$ cat config.mk
export PLATFORM = sky130hd
export DESIGN_NAME = serial_adder_ctrl
export DESIGN_NICKNAME = d
export VERILOG_FILES = /design/src/rtl/serial_adder_pkg.sv /design/src/rtl/serial_adder_ctrl_fa_cell.sv /design/src/rtl/serial_adder_ctrl.sv
export SDC_FILE = /design/constraint.sdc
export NUM_CORES = 1
export LEC_CHECK = 0
export BUFFER_PORTS_ARGS = -buffer_cell sky130_fd_sc_hd__buf_2
export CAP_MARGIN = 15
export CORE_UTILIZATION = 45
export DETAILED_ROUTE_END_ITERATION = 10
export PLACE_DENSITY = 0.77
export SETUP_SLACK_MARGIN = 0.5
export SKIP_CTS_REPAIR_TIMING = 1
export SYNTH_ARGS = -nofsm -noshare
export SYNTH_HDL_FRONTEND = slang
export SYNTH_SLANG_ARGS = --single-unit
$ cat constraint.sdc
create_clock -name clk -period 2 [get_ports clk]
set_clock_uncertainty 0.15 [all_clocks]
set_input_delay 0.1 -clock clk [delete_from_list [all_inputs] [get_ports clk]]
set_output_delay 0.1 -clock clk [all_outputs]
set_load 0.05 [all_outputs]
$ cat src/rtl/serial_adder_pkg.sv
// Shared types and constants for the bit-serial adder sequencer.
// Latency: n/a (declarations only).
// Backpressure: n/a (declarations only).
package serial_adder_pkg;

  // Default operand/result width
  localparam int DEFAULT_WIDTH = 4;

  // Controller states, 2-bit encoding
  typedef enum logic [1:0] {
    ST_IDLE = 2'd0,
    ST_RUN  = 2'd1,
    ST_DONE = 2'd2
  } state_e;

  // Bit counter width: enough to hold the value WIDTH
  function automatic int cnt_width(input int w);
    return $clog2(w + 1);
  endfunction

endpackage

$ cat src/rtl/serial_adder_ctrl_fa_cell.sv
// One-bit full adder shared by every bit position of the serial adder.
// Latency: purely combinational, zero cycles.
// Backpressure: none; outputs follow inputs.
module fa_cell (
  input  logic a,
  input  logic b,
  input  logic cin,
  output logic s,
  output logic co
);

  assign s  = a ^ b ^ cin;
  assign co = (a & b) | (a & cin) | (b & cin);

endmodule

$ cat src/rtl/serial_adder_ctrl.sv
// Bit-serial adder: one full-adder cell stepped LSB-first over WIDTH bits (SERIAL_ADDER_SUB_EN adds a subtract port).
// Latency: accept edge E, done pulse and new f/cout in the cycle after edge E+WIDTH; one op per WIDTH+1 cycles.
// Backpressure: start is only accepted in IDLE or DONE; start during RUN is dropped, not queued.
module serial_adder_ctrl
  import serial_adder_pkg::*;
#(
  parameter int WIDTH = DEFAULT_WIDTH
) (
  input  logic             clk,
  input  logic             rst_n,
  input  logic             start,
  input  logic [WIDTH-1:0] a,
  input  logic [WIDTH-1:0] b,
  input  logic             cin,
`ifdef SERIAL_ADDER_SUB_EN
  input  logic             sub,
`endif
  output logic             busy,
  output logic             done,
  output logic [WIDTH-1:0] f,
  output logic             cout
);

  localparam int CW = cnt_width(WIDTH);
  typedef logic [CW-1:0] cnt_t;
  localparam cnt_t LAST_CNT = cnt_t'(WIDTH - 1);

  state_e           state_q, state_d;
  logic [WIDTH-1:0] a_sh_q, a_sh_d;
  logic [WIDTH-1:0] b_sh_q, b_sh_d;
  logic [WIDTH-1:0] res_sh_q, res_sh_d;
  logic [WIDTH-1:0] f_q, f_d;
  logic             carry_q, carry_d;
  logic             cout_q, cout_d;
  cnt_t             cnt_q, cnt_d;

  logic             accept;
  logic             last_bit;
  logic             fa_s;
  logic             fa_co;
  logic [WIDTH-1:0] b_load;
  logic             carry_load;
  logic [WIDTH-1:0] res_next;

  // Subtraction is a + ~b + 1, so only the B operand and initial carry differ
`ifdef SERIAL_ADDER_SUB_EN
  assign b_load     = sub ? ~b : b;
  assign carry_load = sub ? 1'b1 : cin;
`else
  assign b_load     = b;
  assign carry_load = cin;
`endif

  assign accept   = start && ((state_q == ST_IDLE) || (state_q == ST_DONE));
  assign last_bit = (state_q == ST_RUN) && (cnt_q == LAST_CNT);
  assign res_next = {fa_s, res_sh_q[WIDTH-1:1]};

  fa_cell u_fa_cell (
    .a   (a_sh_q[0]),
    .b   (b_sh_q[0]),
    .cin (carry_q),
    .s   (fa_s),
    .co  (fa_co)
  );

  // State register
  always_ff @(posedge clk or negedge rst_n) begin
    if (!rst_n) begin
      state_q <= ST_IDLE;
    end else begin
      state_q <= state_d;
    end
  end

  // Next-state logic; DONE can re-accept immediately for back-to-back operation
  always_comb begin
    state_d = state_q;
    unique case (state_q)
      ST_IDLE: if (accept) state_d = ST_RUN;
      ST_RUN:  if (last_bit) state_d = ST_DONE;
      ST_DONE: state_d = accept ? ST_RUN : ST_IDLE;
      default: state_d = ST_IDLE;
    endcase
  end

  // Handshake outputs decoded from state only
  always_comb begin
    busy = 1'b0;
    done = 1'b0;
    unique case (state_q)
      ST_RUN:  busy = 1'b1;
      ST_DONE: done = 1'b1;
      default: begin
        busy = 1'b0;
        done = 1'b0;
      end
    endcase
  end

  // Datapath next values: load on accept, shift one bit per RUN cycle, publish result on the last bit
  always_comb begin
    a_sh_d   = a_sh_q;
    b_sh_d   = b_sh_q;
    res_sh_d = res_sh_q;
    carry_d  = carry_q;
    cnt_d    = cnt_q;
    f_d      = f_q;
    cout_d   = cout_q;
    if (accept) begin
      a_sh_d   = a;
      b_sh_d   = b_load;
      carry_d  = carry_load;
      res_sh_d = '0;
      cnt_d    = '0;
    end else if (state_q == ST_RUN) begin
      a_sh_d   = a_sh_q >> 1;
      b_sh_d   = b_sh_q >> 1;
      carry_d  = fa_co;
      res_sh_d = res_next;
      cnt_d    = cnt_q + cnt_t'(1);
      if (last_bit) begin
        f_d    = res_next;
        cout_d = fa_co;
      end
    end
  end

  // Datapath registers
  always_ff @(posedge clk or negedge rst_n) begin
    if (!rst_n) begin
      a_sh_q   <= '0;
      b_sh_q   <= '0;
      res_sh_q <= '0;
      carry_q  <= 1'b0;
      cnt_q    <= '0;
      f_q      <= '0;
      cout_q   <= 1'b0;
    end else begin
      a_sh_q   <= a_sh_d;
      b_sh_q   <= b_sh_d;
      res_sh_q <= res_sh_d;
      carry_q  <= carry_d;
      cnt_q    <= cnt_d;
      f_q      <= f_d;
      cout_q   <= cout_d;
    end
  end

  assign f    = f_q;
  assign cout = cout_q;

endmodule
Word level (Yosys, flattened, before mapping)
Index checks and enable logic that the tools add are counted.
{"block": "op_classes", "add_sub_neg": 1, "mul": 0, "div_mod_pow": 0, "order_cmp": 0, "eq_ne": 5, "n_shift": 0, "n_mux": 16, "n_bitwise": 8, "n_reduce_logical": 7}
{"op": "two-way mux 4 bit", "count": 6}
{"op": "two-way mux 3 bit", "count": 2}
{"op": "case mux 2 bit (3 select lines)", "count": 1}
{"op": "two-way mux 1 bit", "count": 5}
{"op": "two-way mux 2 bit", "count": 2}
{"op": "!= test 2 bit (second input constant)", "count": 2}
{"op": "adder 3 x 1 -> 3 bit (second input constant)", "count": 1}
{"op": "AND 1 bit", "count": 3}
{"op": "equality test 3 x 2 -> 1 bit (second input constant)", "count": 1}
{"op": "AND reduction 3 bit", "count": 1}
{"op": "equality test 2 x 1 -> 1 bit (second input constant)", "count": 1}
{"op": "equality test 2 bit (second input constant)", "count": 1}
{"op": "logical AND 1 bit", "count": 2}
{"op": "logical NOT 2 bit", "count": 1}
{"op": "bitwise OR 1 bit", "count": 2}
{"op": "AND reduction 2 bit", "count": 1}
{"op": "nonzero test 2 bit", "count": 1}
{"op": "bitwise XOR 1 bit", "count": 2}
{"op": "logical OR 1 bit", "count": 1}
{"op": "inverter 1 bit", "count": 1}
{"block": "totals", "register_bits": 23, "latch_bits": 0, "mem_bits_rw": 0, "rom_bits": 0, "out_inout_bits": 7, "mem_count": 0}

Depth between registers and ports, before layout
Gate-level depths: netlist of run 1.
{"block": "depth", "word_depth": 5, "mapped_depth": 5, "ltp_nobuf": 5}

Modules after synthesis
Synthesis of run 1 repeated with hierarchy kept, for this count alone.
{"block": "unflattened", "hier_cells": 83, "area_unflattened_um2": 1112.3}
{"module": "serial_adder_ctrl", "n_inst": 1, "cells_each": 82, "area_each_um2": 1092.3}
{"module": "fa_cell", "n_inst": 1, "cells_each": 1, "area_each_um2": 20.0}

Worst setup path after synthesis of run 1
Ideal clock, no wire load.
{"block": "synth_timing", "path_type": "register to output", "start": "register state_q[1]", "end": "output port done", "arrival_time_ns": 1.354, "slack_ns": 0.396, "stages_incl_launch_ff": 4, "path_cell_list": "dfrtp_1 > buf_6 > buf_4 > nor2b_1"}
{"block": "synth_between", "elab_chain_cells": 2}
{"element": "start, declared", "line": "serial_adder_ctrl.sv:28", "source": "state_e state_q, state_d;"}
{"element": "start signal, assigned", "line": "serial_adder_ctrl.sv:71", "source": "state_q <= state_d;"}
{"element": "equality test 2 bit", "line": "serial_adder_ctrl.sv:90", "source": "unique case (state_q)"}
{"element": "two-way mux 1 bit", "line": "serial_adder_ctrl.sv:90"}
{"element": "end, declared", "line": "serial_adder_ctrl.sv:19", "source": "output logic done,"}
Every way passes these cells.

Final worst setup path of run 1
{"block": "layout_timing", "start": "register state_q[1]", "end": "output port busy"}
{"block": "layout_between", "elab_chain_cells": 2}
{"element": "equality test 2 x 1 -> 1 bit", "line": "serial_adder_ctrl.sv:90"}
{"element": "two-way mux 1 bit", "line": "serial_adder_ctrl.sv:90"}
{"element": "end, declared", "line": "serial_adder_ctrl.sv:18", "source": "output logic busy,"}
Every way passes these cells.

==> flow_summary.json, run 1 <==
{
  "ys_warn_count": 0,
  "slew_headroom_pct": 66.63,
  "slew_viol_final": 0,
  "endpoint_kind": "primary output",
  "synthCells": 94,
  "overflow": 0,
  "gp_congestion": 0.7271,
  "hold_path_class": "primary input to register",
  "via_count": 813,
  "p_total_mw": 2.409,
  "cts_tree": "built",
  "final_nets": 147,
  "cts_root_buffer": "clkbuf_4",
  "dieHeight_um": 51.69,
  "finalSetupTns_ns": 0,
  "clkPwrFrac_pct": 14.3,
  "antenna-diode-count": 0,
  "vias_per_cell": 5.113,
  "power.static_leakage_nw": 0.7118,
  "synth_seq_cells": 22,
  "portBuffers": 18,
  "cts_max_path_buffers": 2,
  "n_fill_cell": 183,
  "hold_viol_final": 0,
  "clock_sinks": 22,
  "wl_per_cell_um": 14.01,
  "fmax_ghz": 0.6626,
  "coreArea_sq_um": 2276,
  "crit_type": "register to primary output",
  "grt_pass1_wl_mm": 3.325,
  "syn_area_per_cell_sq_um": 11.82,
  "period_share_pct": 75.47,
  "power_frac_comb_pct": 52.2,
  "fp.dieW_um": 51.69,
  "drive_above_1_share_pct": 38.17,
  "critPathMaxFanout": 6,
  "seq_power_share_pct": 33.5,
  "synth_area_sq_um": 1111,
  "drt-total-wl_mm": 2.228,
  "io_pins": 19,
  "clk_latency_ns": 0.32,
  "dieArea_sq_um": 2672,
  "grt_max_degree": 23,
  "drt_iter0_drc": 6,
  "syn-num-nets": 109,
  "drv_cap": 0,
  "tritoncts.num_buffers": 3,
  "antenna_found_initial": 0,
  "status": "finished clean",
  "seq_area_frac_synth_pct": 49.55,
  "htreeDepth": 1,
  "rsz0062_at_grt": "yes",
  "grt_pass1_vias": 726,
  "synth_cell_types": 29,
  "drc": 0,
  "area_delta_synth_final_pct": 33.78,
  "crit_required_ns": 1.75,
  "grtUsageTotal_pct": 17.08,
  "p_int_mw": 1.451,
  "clk_pin_slew_ns": 0.13,
  "fin_crit_ns": 1.509,
  "ant_nets": 0,
  "p_sw_mw": 0.9579,
  "setup_viol": 0,
  "swShare_pct": 39.77,
  "placementRows": 17,
  "start_util_pct": 48.82,
  "worst_pin_slew_ns": 0.5006,
  "critPathLaunchType": "register",
  "place_hpwl_mm": 1.408,
  "irDropWorstVdd_mv": 0.9920,
  "final_util_pct": 65.31,
  "arrival_ns": 1.26,
  "power_density_nw_per_um2": 1621,
  "dr.pass1.iters": 4
}
power by group through the flow:
stage | registers (mW) | clock network, mW | logic (mW)
final | 0.808 | 0.344 | 1.26
after detailed placement | 0.823 | 0 | 1.06
after global placement | 0.806 | 0 | 1.02
after CTS | 0.812 | 0.354 | 1.07
after global routing | 0.832 | 0.367 | 1.36
after floorplan | 0.933 | 0 | 0.733
layout by cell type, fill, tap and decap left out, drive strengths merged, types with 3 or more instances in the layout:
cell type    Yosys  routed
clkbuf           1       3
dlygate4sd3      0      10
o21ai            4       4
mux2i           10      10
nand2            3       3
buf              6      30
inv              5       5
a21oi            7       7
a211oi           6       6
nor2b            9       9
mux2             5       5
dfrtp           22      22
area by class of cell:
cell class	count	area (sq um)	area share, %
tap	28	35.03	2.357
clock buffer	3	22.52	1.515
sequential	22	551.8	37.12
clock inverter	1	30.03	2.020
multi-input combinational	60	524.3	35.27
timing repair buffer	40	304.0	20.45
inverter	5	18.77	1.263
logic make-up (layout without fill, tap and decap cells):
family / Yosys count / in the layout / share of synthesized area, %
buffers and inverters: 12 / 49 / 5.968
adders and majority gates: 3 / 3 / 4.054
muxes: 15 / 15 / 15.77
DFF: 22 / 22 / 49.55
xor gates and xnor gates: 1 / 1 / 0.7884
and+or+nand+nor: 17 / 17 / 9.573
AOI/OAI and AO/OA: 24 / 24 / 14.30
cell usage after synthesis:
cell type  number  share of area [%]
mux2_4          5                6.8
nand2_1         2               0.68
nand3_1         2               0.90
buf_4           1               0.68
nor2b_4         1                1.2
a31o_1          1               0.79
nor2_1          2               0.68
inv_1           2               0.68
and3_1          1               0.56
a211oi_1        6                4.1
o21ai_1         4                1.8
inv_2           3                1.0
fa_1            1                1.8
o22ai_1         1               0.56
buf_2           2               0.90
o31ai_1         1               0.68
ha_1            2                2.3
nor2b_1         8                4.5
buf_6           2                2.0
a211o_1         1               0.79
a22o_1          2                1.6
a21oi_1         7                3.2
clkbuf_1        1               0.34
buf_1           1               0.34
xor2_1          1               0.79
nand2_4         1                1.0
a221o_1         1               0.90
mux2i_1        10                9.0
dfrtp_1        22                 50
routing by layer:
| layer | vias up | track usage [%] | share of wire (%) |
|---|---|---|---|
| met4 | 0 | 2.703 | 0 |
| li1 | 405 | - | - |
| met2 | 18 | 26.62 | 50 |
| met3 | 0 | 5.263 | 3.4 |
| met5 | - | 0 | 0 |
| met1 | 390 | 23.77 | 47 |
worst paths after layout:
kind | start | to | slack (ns) | depth (start not counted)
max | state_q[1] | busy | 0.49 | 2
min | start | state_q[0] | 0.06 | 3
max reg2reg | carry_q | f[3] | 0.50 | 2
min reg2reg | f[0] | f[0] | 0.38 | 1
max in group asynchronous | rst_n | state_q[1] | 1.23 | 2
min in group asynchronous | rst_n | state_q[0] | 0.11 | 2
state kept, by name (all words and copies together), names as in the netlist:
register / cells
a_sh_q: 4
b_sh_q: 4
f: 4
cnt_q: 3
res_sh_q: 3
state_q: 2
carry_q: 1
cout: 1
critical path, cell delays in order, from the launching register on:
cell and delay, ns:
dfrtp_2 0.49, nor2b_4 0.26, buf_8 0.19
stage by stage:
stage	hold WS, ns	area [sq um]	instances	setup slack [ns]
2_1_floorplan	-0.3456	1114	94	0.5024
3_3_place_gp	-0.06223	1214	136	0.4623
3_5_place_dp	-0.05250	1214	136	0.4311
4_1_cts	-0.4141	1266	140	0.1798
5_1_grt	0.08178	1486	159	0.4486
6_report	0.06074	1486	159	0.4907
No activity file was read; power rests on OpenSTA's default activity.
==> inputs of run 2 (changes only) <==
- PLACE_DENSITY: 0.77 -> 0.8
- clock period: 2 -> 1.35 ns (I/O delays scaled with it)
==> flow_summary.json, run 2 (synthesis gave the netlist of run 1 again) <==
{
  "postLayoutCellArea_sq_um": 1599,
  "seq_power_share_pct": 29.8,
  "crit_buf_inv": 0,
  "placed_cell_area_sq_um": 1329,
  "portBuffers": 18,
  "crit_required_ns": 1.43,
  "grt_max_degree": 23,
  "hold_viol_final": 9,
  "p_sw_mw": 1.627,
  "clkPwrFrac_pct": 7.6,
  "final_cells": 164,
  "critPathTopFamily": "flip-flops",
  "cts_tree": "built",
  "final_nets": 153,
  "tritoncts.num_buffers": 3,
  "period_share_pct": 107.3,
  "clk_latency_ns": 0.31,
  "ant_nets": 0,
  "slew_headroom_pct": 66.65,
  "coreArea_sq_um": 2276,
  "drive_above_1_share_pct": 51.47,
  "p_int_mw": 2.416,
  "p_total_mw": 4.043,
  "setup_viol": 11,
  "place_hpwl_mm": 1.488,
  "power_density_nw_per_um2": 2528,
  "antenna-diode-count": 0,
  "final_cell_mix": "22 x dfrtp_1, 20 x buf_4, 11 x buf_2, 10 x buf_6, 9 x mux2i_1",
  "endpoint_kind": "register",
  "clock_sinks": 22,
  "swShare_pct": 40.25,
  "violations": "hold timing, setup timing",
  "fmax_ghz": 0.6904,
  "dr.pass1.iters": 4,
  "placementRows": 17,
  "fp.dieW_um": 51.69,
  "via_count": 845,
  "slew_viol_final": 0,
  "status": "complete, but fails checks",
  "crit_type": "register to register",
  "n_fill_cell": 171,
  "crit_slowest_cell": "dfrtp_1",
  "drt-total-wl_mm": 2.392,
  "start_util_pct": 48.82,
  "place_inst": 145,
  "r2r-start": "cnt_q[0]",
  "antenna_found_initial": 0,
  "grt_pass1_wl_mm": 3.429,
  "dieHeight_um": 51.69,
  "worst_pin_slew_ns": 0.5002,
  "grtUsageTotal_pct": 17.45,
  "clk_pin_slew_ns": 0.12,
  "drc": 0,
  "arrival_ns": 1.53,
  "crit_start": "cnt_q[0]",
  "fin_crit_ns": 1.449,
  "path_common_cell": "ha_4",
  "power.static_leakage_nw": 0.7457,
  "vias_per_cell": 5.152,
  "overflow": 0,
  "dieArea_sq_um": 2672,
  "irDropWorstVdd_mv": 1.666,
  "drt_iter0_drc": 6,
  "gp_congestion": 0.7205,
  "regArea_sq_um": 550.5,
  "final_common_cell": "dfrtp_1",
  "worstPathCellList": "ha_4 > ha_4 > nor2b_1 > a211o_1 > o31ai_2",
  "critPathMaxFanout": 2,
  "power_frac_comb_pct": 62.6,
  "cts_max_path_buffers": 2,
  "rsz0062_at_grt": "yes",
  "htreeDepth": 1,
  "hold_path_class": "primary input to register",
  "worst_path_largest_cell_delay_ns": 0.43,
  "finalSetupTns_ns": -0.7619,
  "grt_pass1_vias": 798,
  "critPathLaunchType": "register",
  "multi_input_area_sq_um": 579.3,
  "cts_root_buffer": "clkbuf_4",
  "wl_per_cell_um": 14.59,
  "area_delta_synth_final_pct": 43.92,
  "finalWorstSetupSlack_ns": -0.09853,
  "min_from": "b[0]",
  "io_pins": 19,
  "drv_cap": 0,
  "fin_hold_ws_ns": -0.1260
}
run 2: cell count changes in the layout (fill, tap and decap cells not counted), moves of 5 or more:
cell	change
buf_6	+7
buf_2	-5
buf_4	+10
dlygate4sd3_1	-9
run 2: final timing paths:
| check | slack, ns | endpoint | cells past startpoint |
|---|---|---|---|
| max in group asynchronous | 0.63 | carry_q | 2 |
| min | -0.13 | b_sh_q[0] | 3 |
| min in group asynchronous | 0.09 | f[0] | 2 |
| max | -0.1 | cnt_q[2] | 5 |
| min reg2reg | 0.38 | a_sh_q[1] | 1 |
| max reg2reg | -0.1 | cnt_q[2] | 5 |
run 2: final cells by class:
| cell class | instances | share of cell area, % |
|---|---|---|
| multi-input cells | 60 | 36.23 |
| flip-flops and latches | 22 | 34.43 |
| repair buffers | 46 | 24.57 |
| well taps | 28 | 2.191 |
| clock buffers | 3 | 1.408 |
| inverters | 5 | 1.174 |
run 2: power by group through the flow:
stage	combinational (mW)	sequential, mW	clock, mW
floorplan	1.23	1.40	0
global placement	1.84	1.17	0
detailed placement	1.91	1.19	0
CTS	1.92	1.18	0.306
global route	2.69	1.24	0.343
finish	2.53	1.20	0.305
run 2: worst register-to-register path, cell delays in order, from the launching register on:
cell and delay, ns:
dfrtp_1 0.43, ha_4 0.18, ha_4 0.20, nor2b_1 0.12, a211o_1 0.24, o31ai_2 0.06
run 2: per-layer routing:
layer	global-route usage, %	vias to the layer above	wire (um)
met3	5.263	5	89
met4	1.802	0	35
met2	30.52	22	1221
met5	0	-	0
met1	21.79	401	1046
li1	-	417	-
run 2: stage by stage:
step	util [%]	setup WS (ns)
after floorplan	-	-0.05703
after global placement	58.38	-0.05047
after detailed placement	58.38	-0.07345
after CTS	59.37	-0.3258
after global routing	70.26	-0.1591
final	70.26	-0.09853
